## src/rtl/hazard_unit_pkg.sv

```systemverilog
// ============================================================================
// Module : hazard_unit_pkg
// Brief  : Shared pipeline constants: hazard FSM state encoding and defaults.
// Rev    : 1.0  initial release
// ============================================================================
`default_nettype none

package hazard_unit_pkg;

  localparam int c_state_w = 2;

  localparam logic [c_state_w-1:0] c_st_run      = 2'd0;
  localparam logic [c_state_w-1:0] c_st_mem_wait = 2'd1;
  localparam logic [c_state_w-1:0] c_st_timeout  = 2'd2;

  localparam int c_mem_timeout_default = 255;

endpackage

`default_nettype wire

```

## src/rtl/hazard_unit_sat_counter.sv

```systemverilog
// ============================================================================
// Module : sat_counter
// Brief  : Event counter with synchronous clear that sticks at all-ones.
// Rev    : 1.0  initial release
// ============================================================================
`default_nettype none

module sat_counter #(
  parameter int W = 16
) (
  input  logic         clk,
  input  logic         clr,
  input  logic         inc,
  output logic [W-1:0] count
);

  logic [W-1:0] r_count;

  always_ff @(posedge clk) begin
    if (clr) begin
      r_count <= '0;
    end else if (inc && !(&r_count)) begin
      r_count <= r_count + W'(1);
    end
  end

  assign count = r_count;

endmodule

`default_nettype wire

```

## src/rtl/hazard_unit.sv

```systemverilog
// ============================================================================
// Module : hazard_unit
// Brief  : Pipeline stall/flush control with memory-wait timeout and counters.
// Rev    : 1.0  initial release
// ============================================================================
`default_nettype none

module hazard_unit
  import hazard_unit_pkg::*;
#(
  parameter int CNT_W       = 16,
  parameter int REG_ADDR_W  = 5,
  parameter int MEM_TIMEOUT = c_mem_timeout_default
) (
  input  logic                  clk,
  input  logic                  rst,
  input  logic                  mem_read_ID_EXE,
  input  logic [REG_ADDR_W-1:0] regfile_waddr_ID_EXE,
  input  logic [REG_ADDR_W-1:0] instruction_IF_ID_Rs,
  input  logic [REG_ADDR_W-1:0] instruction_IF_ID_Rt,
  input  logic                  uses_rt_IF_ID,
  input  logic                  branch_taken_EXE_MEM,
  input  logic                  jump_ID,
  input  logic                  dmem_busy,
  output logic                  pc_write,
  output logic                  if_id_write,
  output logic                  id_exe_write,
  output logic                  exe_mem_write,
  output logic                  if_id_flush,
  output logic                  id_exe_flush,
  output logic                  exe_mem_flush,
  output logic                  id_exe_bubble,
  output logic                  mem_timeout,
  output logic [CNT_W-1:0]      stall_cycles,
  output logic [CNT_W-1:0]      flush_events
);

  localparam int c_wait_w = $clog2(MEM_TIMEOUT + 1);
  localparam logic [c_wait_w-1:0] c_wait_limit = c_wait_w'(MEM_TIMEOUT);

  logic [c_state_w-1:0] r_state;
  logic [c_state_w-1:0] w_state_nxt;
  logic [c_wait_w-1:0]  r_wait_cnt;
  logic [c_wait_w-1:0]  w_wait_nxt;
  logic                 r_mem_timeout;
  logic                 r_prev_bubble;
  logic                 w_timeout_set;
  logic                 w_load_use;
  logic                 w_stall_inc;
  logic                 w_flush_inc;

  // The bubble inserted last cycle already cleared the load, so never re-flag it.
  assign w_load_use = mem_read_ID_EXE && (|regfile_waddr_ID_EXE) && !r_prev_bubble &&
                      ((regfile_waddr_ID_EXE == instruction_IF_ID_Rs) ||
                       (uses_rt_IF_ID && (regfile_waddr_ID_EXE == instruction_IF_ID_Rt)));

  always_comb begin
    pc_write      = 1'b1;
    if_id_write   = 1'b1;
    id_exe_write  = 1'b1;
    exe_mem_write = 1'b1;
    if_id_flush   = 1'b0;
    id_exe_flush  = 1'b0;
    exe_mem_flush = 1'b0;
    id_exe_bubble = 1'b0;
    w_stall_inc   = 1'b0;
    w_flush_inc   = 1'b0;
    w_timeout_set = 1'b0;
    w_state_nxt   = r_state;
    w_wait_nxt    = r_wait_cnt;
    if (!rst) begin
      case (r_state)
        c_st_timeout: begin
          pc_write      = 1'b0;
          if_id_write   = 1'b0;
          id_exe_write  = 1'b0;
          exe_mem_write = 1'b0;
        end
        default: begin
          // MEM_WAIT with busy released behaves exactly like a RUN cycle.
          if (dmem_busy) begin
            pc_write      = 1'b0;
            if_id_write   = 1'b0;
            id_exe_write  = 1'b0;
            exe_mem_write = 1'b0;
            w_stall_inc   = 1'b1;
            w_wait_nxt    = (r_state == c_st_run) ? c_wait_w'(1) : r_wait_cnt + c_wait_w'(1);
            if (w_wait_nxt >= c_wait_limit) begin
              w_state_nxt   = c_st_timeout;
              w_timeout_set = 1'b1;
            end else begin
              w_state_nxt = c_st_mem_wait;
            end
          end else begin
            w_state_nxt = c_st_run;
            w_wait_nxt  = '0;
            if (branch_taken_EXE_MEM) begin
              if_id_flush   = 1'b1;
              id_exe_flush  = 1'b1;
              exe_mem_flush = 1'b1;
              w_flush_inc   = 1'b1;
            end else if (w_load_use) begin
              pc_write      = 1'b0;
              if_id_write   = 1'b0;
              id_exe_bubble = 1'b1;
              w_stall_inc   = 1'b1;
            end else if (jump_ID) begin
              if_id_flush = 1'b1;
              w_flush_inc = 1'b1;
            end
          end
        end
      endcase
    end
  end

  always_ff @(posedge clk) begin
    if (rst) begin
      r_state       <= c_st_run;
      r_wait_cnt    <= '0;
      r_mem_timeout <= 1'b0;
      r_prev_bubble <= 1'b0;
    end else begin
      r_state       <= w_state_nxt;
      r_wait_cnt    <= w_wait_nxt;
      r_prev_bubble <= id_exe_bubble;
      if (w_timeout_set) begin
        r_mem_timeout <= 1'b1;
      end
    end
  end

  assign mem_timeout = r_mem_timeout;

  sat_counter #(.W(CNT_W)) u_stall_cnt (
    .clk   (clk),
    .clr   (rst),
    .inc   (w_stall_inc),
    .count (stall_cycles)
  );

  sat_counter #(.W(CNT_W)) u_flush_cnt (
    .clk   (clk),
    .clr   (rst),
    .inc   (w_flush_inc),
    .count (flush_events)
  );

endmodule

`default_nettype wire

```

## config.mk

```make
export PLATFORM = sky130hd
export DESIGN_NAME = hazard_unit
export DESIGN_NICKNAME = d
export VERILOG_FILES = /design/src/rtl/hazard_unit_pkg.sv /design/src/rtl/hazard_unit_sat_counter.sv /design/src/rtl/hazard_unit.sv
export SDC_FILE = /design/constraint.sdc
export NUM_CORES = 1
export LEC_CHECK = 0
export ABC_CLOCK_PERIOD_IN_PS = 2300
export CELL_PAD_IN_SITES_DETAIL_PLACEMENT = 1
export CELL_PAD_IN_SITES_GLOBAL_PLACEMENT = 2
export CORE_AREA = 4 4 90 109
export CTS_CLUSTER_DIAMETER = 30
export DETAILED_ROUTE_END_ITERATION = 6
export DIE_AREA = 0 0 94 113
export GPL_TIMING_DRIVEN = 1
export PLACE_DENSITY = 0.91
export SYNTH_ARGS = -nofsm -noshare
export SYNTH_HDL_FRONTEND = slang
export SYNTH_SLANG_ARGS = --single-unit
export TNS_END_PERCENT = 5
```

## constraint.sdc

```tcl
create_clock -name clk -period 2.3 [get_ports clk]
set_input_delay 0.575 -clock clk [delete_from_list [all_inputs] [get_ports clk]]
set_output_delay 0.575 -clock clk [all_outputs]
set_load 0.01 [all_outputs]
```

* After elaboration in Yosys (flattened, before gate mapping)
Cells that the tools add are included.
** Cells by class
- Reduce and logical (&&, ||, !) cells :: 14
- Add/subtract/negate cells :: 3
- $lt $le $gt $ge :: 1
- Mux-type cells :: 34
- Eq/ne operators :: 3
** Operator list (number)
- $add 16x1->16 const B :: 2
- $reduce_and 16->1 :: 2
- $mux 1 :: 30
- $mux 8 :: 2
- $eq 5x5->1 :: 2
- $add 8x1->8 const B :: 1
- $ge 8x8->1 const B :: 1
- $logic_and 1x1->1 :: 6
- $reduce_or 5->1 :: 1
- $mux 2 :: 2
- $logic_not 1->1 :: 3
- $eq 2x2->1 const B :: 1
- $logic_not 2->1 :: 1
- $logic_or 1x1->1 :: 1
** Word-level totals
- Bits of input ports :: 22
- Bits in registers :: 44
- Logic and storage cells :: 61

* Depth between registers and ports, before layout
- Depth after elaboration :: 10
- Mapped depth :: 9
- Depth with buffers taken out :: 7

* Cells and area by module
From an unflattened synthesis, not the netlist that was laid out.
** Unflattened totals
- Cells, all modules :: 288
- Area, all modules :: 2467.4 µm²
** Modules (own cells, without submodules)
- sat_counter :: cells an instance 96, area an instance 833.3 µm², times used 2, sequential area each 320.3 µm²
- hazard_unit :: cells an instance 96, area an instance 800.8 µm², times used 1, sequential area each 240.2 µm²

* Worst setup path before layout
No wires, ideal clock.
- Kind :: input to output
- From :: in regfile_waddr_ID_EXE[4]
- To :: out if_id_flush
- Path buffers :: 1
- Slack :: 0.095 ns
- Stages on the path :: 6
- Data required time :: 1.725 ns
- Arrival time :: 1.630 ns
- Cell sequence :: xnor2_1 -> nand3_1 -> o22ai_1 -> a21bo_1 -> clkbuf_1 -> inv_1
** On the way
- Word-level cells in the longest chain between the ends :: 9
- Elaborated cells on any way between the ends :: 13
- Those cells by class :: 2 x eq/ne; 5 x mux; 6 x reduce/logical
** RTL lines
- from (decl) :: RTL line hazard_unit.sv:18 : input logic [REG_ADDR_W-1:0] regfile_waddr_ID_EXE,
- $eq 5x5->1 / $reduce_or 5->1 (equally long branches) :: RTL line hazard_unit.sv:55, hazard_unit.sv:53
- $logic_and 1x1->1 (on tied branches) :: RTL line hazard_unit.sv:55, hazard_unit.sv:53
- $logic_or 1x1->1 / $logic_and 1x1->1 (equally long branches) :: RTL line hazard_unit.sv:54, hazard_unit.sv:53
- $logic_and 1x1->1 (*) :: RTL line hazard_unit.sv:53 : assign w_load_use = mem_read_ID_EXE && (|regfile_waddr_ID_EXE) && !r_prev_bubble &&
- $mux 1 (*) :: RTL line hazard_unit.sv:102 : end else if (w_load_use) begin
- $mux 1 (*) :: RTL line hazard_unit.sv:97 : if (branch_taken_EXE_MEM) begin
- $mux 1 (*) :: RTL line hazard_unit.sv:81 : if (dmem_busy) begin
- $mux 1 (*) :: RTL line hazard_unit.sv:72 : case (r_state)
- $mux 1 (*) :: RTL line hazard_unit.sv:71 : if (!rst) begin
- to (decl) :: RTL line hazard_unit.sv:29 : output logic if_id_flush,
Mark *: on every way between the ends. The rest lies on a longest branch, timed or not.

* Worst setup path in the final report
- From :: in regfile_waddr_ID_EXE[1]
- To :: out pc_write
** On the way
- Word-level cells in the longest chain between the ends :: 9
- Elaborated cells on any way between the ends :: 13
- Those cells by class :: 2 x eq/ne; 5 x mux; 6 x reduce/logical
** RTL lines
- $eq 5x5->1 / $reduce_or 5->1 (equally long branches) :: RTL line hazard_unit.sv:55, hazard_unit.sv:53
- $logic_and 1x1->1 (on tied branches) :: RTL line hazard_unit.sv:55, hazard_unit.sv:53
- $logic_or 1x1->1 / $logic_and 1x1->1 (equally long branches) :: RTL line hazard_unit.sv:54, hazard_unit.sv:53
- $logic_and 1x1->1 (*) :: RTL line hazard_unit.sv:53
- $mux 1 (*) :: RTL line hazard_unit.sv:102
- $mux 1 (*) :: RTL line hazard_unit.sv:97
- $mux 1 (*) :: RTL line hazard_unit.sv:81
- $mux 1 (*) :: RTL line hazard_unit.sv:72
- $mux 1 (*) :: RTL line hazard_unit.sv:71
- to (decl) :: RTL line hazard_unit.sv:25 : output logic pc_write,
Marks and branches as above.

==> impl_metrics.yaml <==
cts:
  tritoncts.num_buffers: 5
  reg_clk_slew_reported_paths_ns: 0.08
  ctsRootBufferMaster: "sky130_fd_sc_hd__clkbuf_8"
  tritoncts: "yes"
  clock_tree.buffer_depth: 2
  worst_skew_pair.late_latency_ns: 0.31
  tritoncts_num_sinks: 44
  clock_tree.htree_level_count: 2
placed_design:
  dpl_worst_slack_ns: -0.7960
  io_buffer_count: 62
  detailed_place_hpwl_mm: 5.724
  post-place-cells: 496
  globalplace.congestion: 0.7642
layout:
  area_delta_synth_final_pct: 51.26
  count_of_placed_standard_cells_in_the_final_layout_fillers_left_out: 515
  num_antenna_cells: 0
  net_count_reported_at_finish: 419
  final_layout_size_suffix_gt1_share_pct: 26.33
  layout.filler_cells: 1075
worst_setup_path:
  crit_buf_inv: 2
  critical_path_class: "in2out"
  critPathMaxStageDelay_ns: 0.25
  timing.reg2reg.setup_slack_ns: 0.22
  timing.critical_path.required_ns: 1.73
  r2r_cells: 8
  timing.critical_path.slowest_stage_cell: "sky130_fd_sc_hd__a31o_4"
  worst_r2r_startpoint: "r_state[1]"
  setup.worst_path.end_class: "primary output"
  capture_point_of_the_worst_reg_to_reg_path: "u_flush_cnt.count[9]"
  crit_arrival_ns: 1.76
  timing.critical_path.from_type: "input pin"
  critPathTopFamily: "compound AO/OA/AOI/OAI gates"
  path_cells: "clkbuf_2 > xnor2_1 > nand4_1 > o22ai_4 > nand2_2 > a31o_4 > buf_6"
  critical_path.max_fanout: 3
global_routing:
  grt_pass1_wl_mm: 13.37
  global_route.overflow_total: 0
  grt_use_total_pct: 15.28
  grt_start_max_net_pins: 30
  first_global_vias: 2838
  antenna_found_initial: 0
worst_hold_path:
  hp-start: "mem_timeout"
  hold_class: "reg2reg"
  timing.hold.worst_path_depth: 1
  holdPathEnd: "mem_timeout"
logic_synthesis:
  syn-instance-count: 293
  avg_cell_area_syn_sq_um: 8.280
  synth_compound_area_share_pct: 21.09
  synth.top_cells.by_area: "sky130_fd_sc_hd__dfxtp_1 36%, sky130_fd_sc_hd__a21oi_1 6.4%, sky130_fd_sc_hd__nand2_1 4.8%"
  synth_enable_flop_cells: 0
  dominantRegCellSynth: "sky130_fd_sc_hd__dfxtp_1"
  post-synth-top-area-fraction_pct: 36.31
  share_of_async_settable_or_async_resettable_flops_after_synthesis_pct: 0
  postSynthNetCount: 318
  synthXorXnorAreaFrac_pct: 5.054
  yosysWarnings: 0
  yosys.area_share.adder_pct: 1.547
  post-synth-top-area-cell: "sky130_fd_sc_hd__dfxtp_1"
  synth.yosys.seq_area_share_pct: 36.31
  dominant_combinational_cell_family_by_area_after_synthesis: "simple AND/OR/NAND/NOR gates"
  yosysUniqueCellTypes: 47
  syn_area_sq_um: 2426
  synth_simple_gate_area_share_pct: 29.40
  ys_ff_latch: 44
  yosys-mux-area-fraction_pct: 2.218
pwr:
  part_of_the_power_in_registers_pct: 50.0
  share_comb_of_total_power_pct: 15.5
  pwr-share-clk_pct: 34.4
  irDropWorstVdd_mv: 0.1900
  p_leak_nw: 1.311
  netSwitchingPower_uw: 409.9
  power_report.internal_total_mw: 1.138
  power_density_nw_per_um2: 421.7
  power.switching_fraction_pct: 26.48
status:
  failed_checks: "setup timing"
  outcome: "finished, violations left"
timing:
  finalCriticalPeriod_ns: 2.340
  hold_violations: 0
  max_freq_mhz: 427.4
  grt_setup_unrepaired: "yes"
  worst_pin_slew_ns: 0.3728
  final_worst_path_cycle_share_pct: 101.7
  worst_clock_skew_ns: 0.01254
  slew-limit-headroom_pct: 75.15
  setup_viol: 4
  finalMaxSlewViolations: 0
  final.setup.worst_slack_ns: -0.04000
route:
  post_drt_via_cell_ratio: 5.132
  remaining_drc_errors: 0
  vias: 2643
  drtAntennaViolNets: 0
  drt-total-wl_mm: 8.054
  route.detailed.wl_per_inst_um: 15.64
  drt_first_pass_iters: 4
  drc_violation_total_after_the_first_tritonroute_iteration: 68
die:
  floorplan_row_count: 38
  start_util_pct: 27.43
  design.die.area_sq_um: 10620
  fp.coreArea_sq_um: 8843
  die_w_um: 94
  die_height_um: 113
  pin_count: 63
flow_run:
  maxCapViolCount: 0
cell type report:
cell class | count | area (sq um) | area share [%]
Multi-Input combinational cell | 227 | 1588 | 43.27
Timing Repair Buffer | 110 | 932.1 | 25.40
Sequential cell | 44 | 880.8 | 24.00
Tap cell | 120 | 150.1 | 4.091
Clock buffer | 6 | 82.58 | 2.250
Inverter | 6 | 22.52 | 0.6137
Clock inverter | 2 | 13.76 | 0.3750
per-layer routing:
layer  vias up  GRT usage, %  routed length, um
met2        48         27.38               4171
met4         0         5.010                182
met5         -             0                  0
met3        14         2.460                216
met1      1276         18.36               3483
li1       1305             -                  -
layout by cell type, fill, tap and decap left out, types with 11 or more instances in the layout:
cell type / synthesis / layout
sky130_fd_sc_hd__buf_4: 4 / 48
sky130_fd_sc_hd__or4_1: 12 / 11
sky130_fd_sc_hd__o31ai_1: 14 / 14
sky130_fd_sc_hd__o21ai_0: 14 / 12
sky130_fd_sc_hd__dfxtp_1: 44 / 44
sky130_fd_sc_hd__nor2_1: 12 / 12
sky130_fd_sc_hd__a21oi_1: 31 / 28
sky130_fd_sc_hd__nand2_1: 31 / 28
sky130_fd_sc_hd__nand3_1: 15 / 14
sky130_fd_sc_hd__clkdlybuf4s50_1: 0 / 35
logic make-up (layout without fill, tap and decap cells):
logic type	Yosys count	in the layout
AND/OR/NAND/NOR	127	127
AO/OA/AOI/OAI	78	78
flip-flops	44	44
buffers and inverters	22	124
XOR/XNOR	14	14
multiplexers	5	5
adder cells (fa/ha/maj)	3	3
cells in the mapped netlist (all sizes together), types with 2 or more instances:
| cell type | instances |
|---|---|
| dfxtp | 44 |
| nand2 | 32 |
| a21oi | 31 |
| nand3 | 15 |
| o21ai | 14 |
| o31ai | 14 |
| xnor2 | 13 |
| nor2 | 12 |
| or4 | 12 |
| or3 | 11 |
| clkbuf | 10 |
| nand4 | 8 |
| and3 | 7 |
| buf | 6 |
| inv | 6 |
| nor2b | 6 |
| nor3 | 6 |
| and2 | 5 |
| o311ai | 4 |
| and4 | 3 |
| ha | 3 |
| mux2 | 3 |
| nor4 | 3 |
| o41ai | 3 |
| mux2i | 2 |
| nand4b | 2 |
| nor4b | 2 |
| o211ai | 2 |
flip-flops by register name, indices dropped and copies added (netlist names):
signal	flops
u_flush_cnt.count	16
u_stall_cnt.count	16
r_wait_cnt	8
mem_timeout	1
r_prev_bubble	1
r_state	2
stage by stage:
stage	utilization, %	instance area (sq um)	power [mW]	hold slack, ns	TNS [ns]
after floorplan	-	2426	0.8795	0.4501	0
after global placement	38.34	3391	0.9907	0.4624	-17.19
after detailed placement	38.34	3391	0.9956	0.4712	-19.31
after CTS	40.69	3598	1.544	0.4875	-0.1093
after global routing	41.50	3670	1.619	0.5107	-0.5701
final	41.50	3670	1.548	0.4798	-0.1260
power groups by stage:
stage | Combinational (mW) | Clock [mW] | Sequential [mW]
finish | 0.240 | 0.533 | 0.775
global route | 0.259 | 0.584 | 0.777
CTS | 0.217 | 0.553 | 0.775
detailed placement | 0.203 | 0 | 0.792
global placement | 0.198 | 0 | 0.792
floorplan | 0.0862 | 0 | 0.793
how the worst max path moves through the flow:
stage                        endpoint  slack, ns  cells after the start               startpoint
after floorplan           if_id_flush       0.09                      6  regfile_waddr_ID_EXE[4]
after global placement       pc_write      -0.75                      6  regfile_waddr_ID_EXE[0]
after detailed placement     pc_write      -0.80                      6  regfile_waddr_ID_EXE[0]
after CTS                    pc_write      -0.04                      7  regfile_waddr_ID_EXE[3]
after global routing         pc_write      -0.11                      7  regfile_waddr_ID_EXE[1]
final                        pc_write      -0.04                      7  regfile_waddr_ID_EXE[1]
timing repair:
action,4_1_cts,5_1_grt
resized for setup,67,43
pin swaps,20,16
setup buffers,10,1
hold buffers,0,0
endpoints found under the setup margin,36,26
No activity file was read; power rests on OpenSTA's default activity.
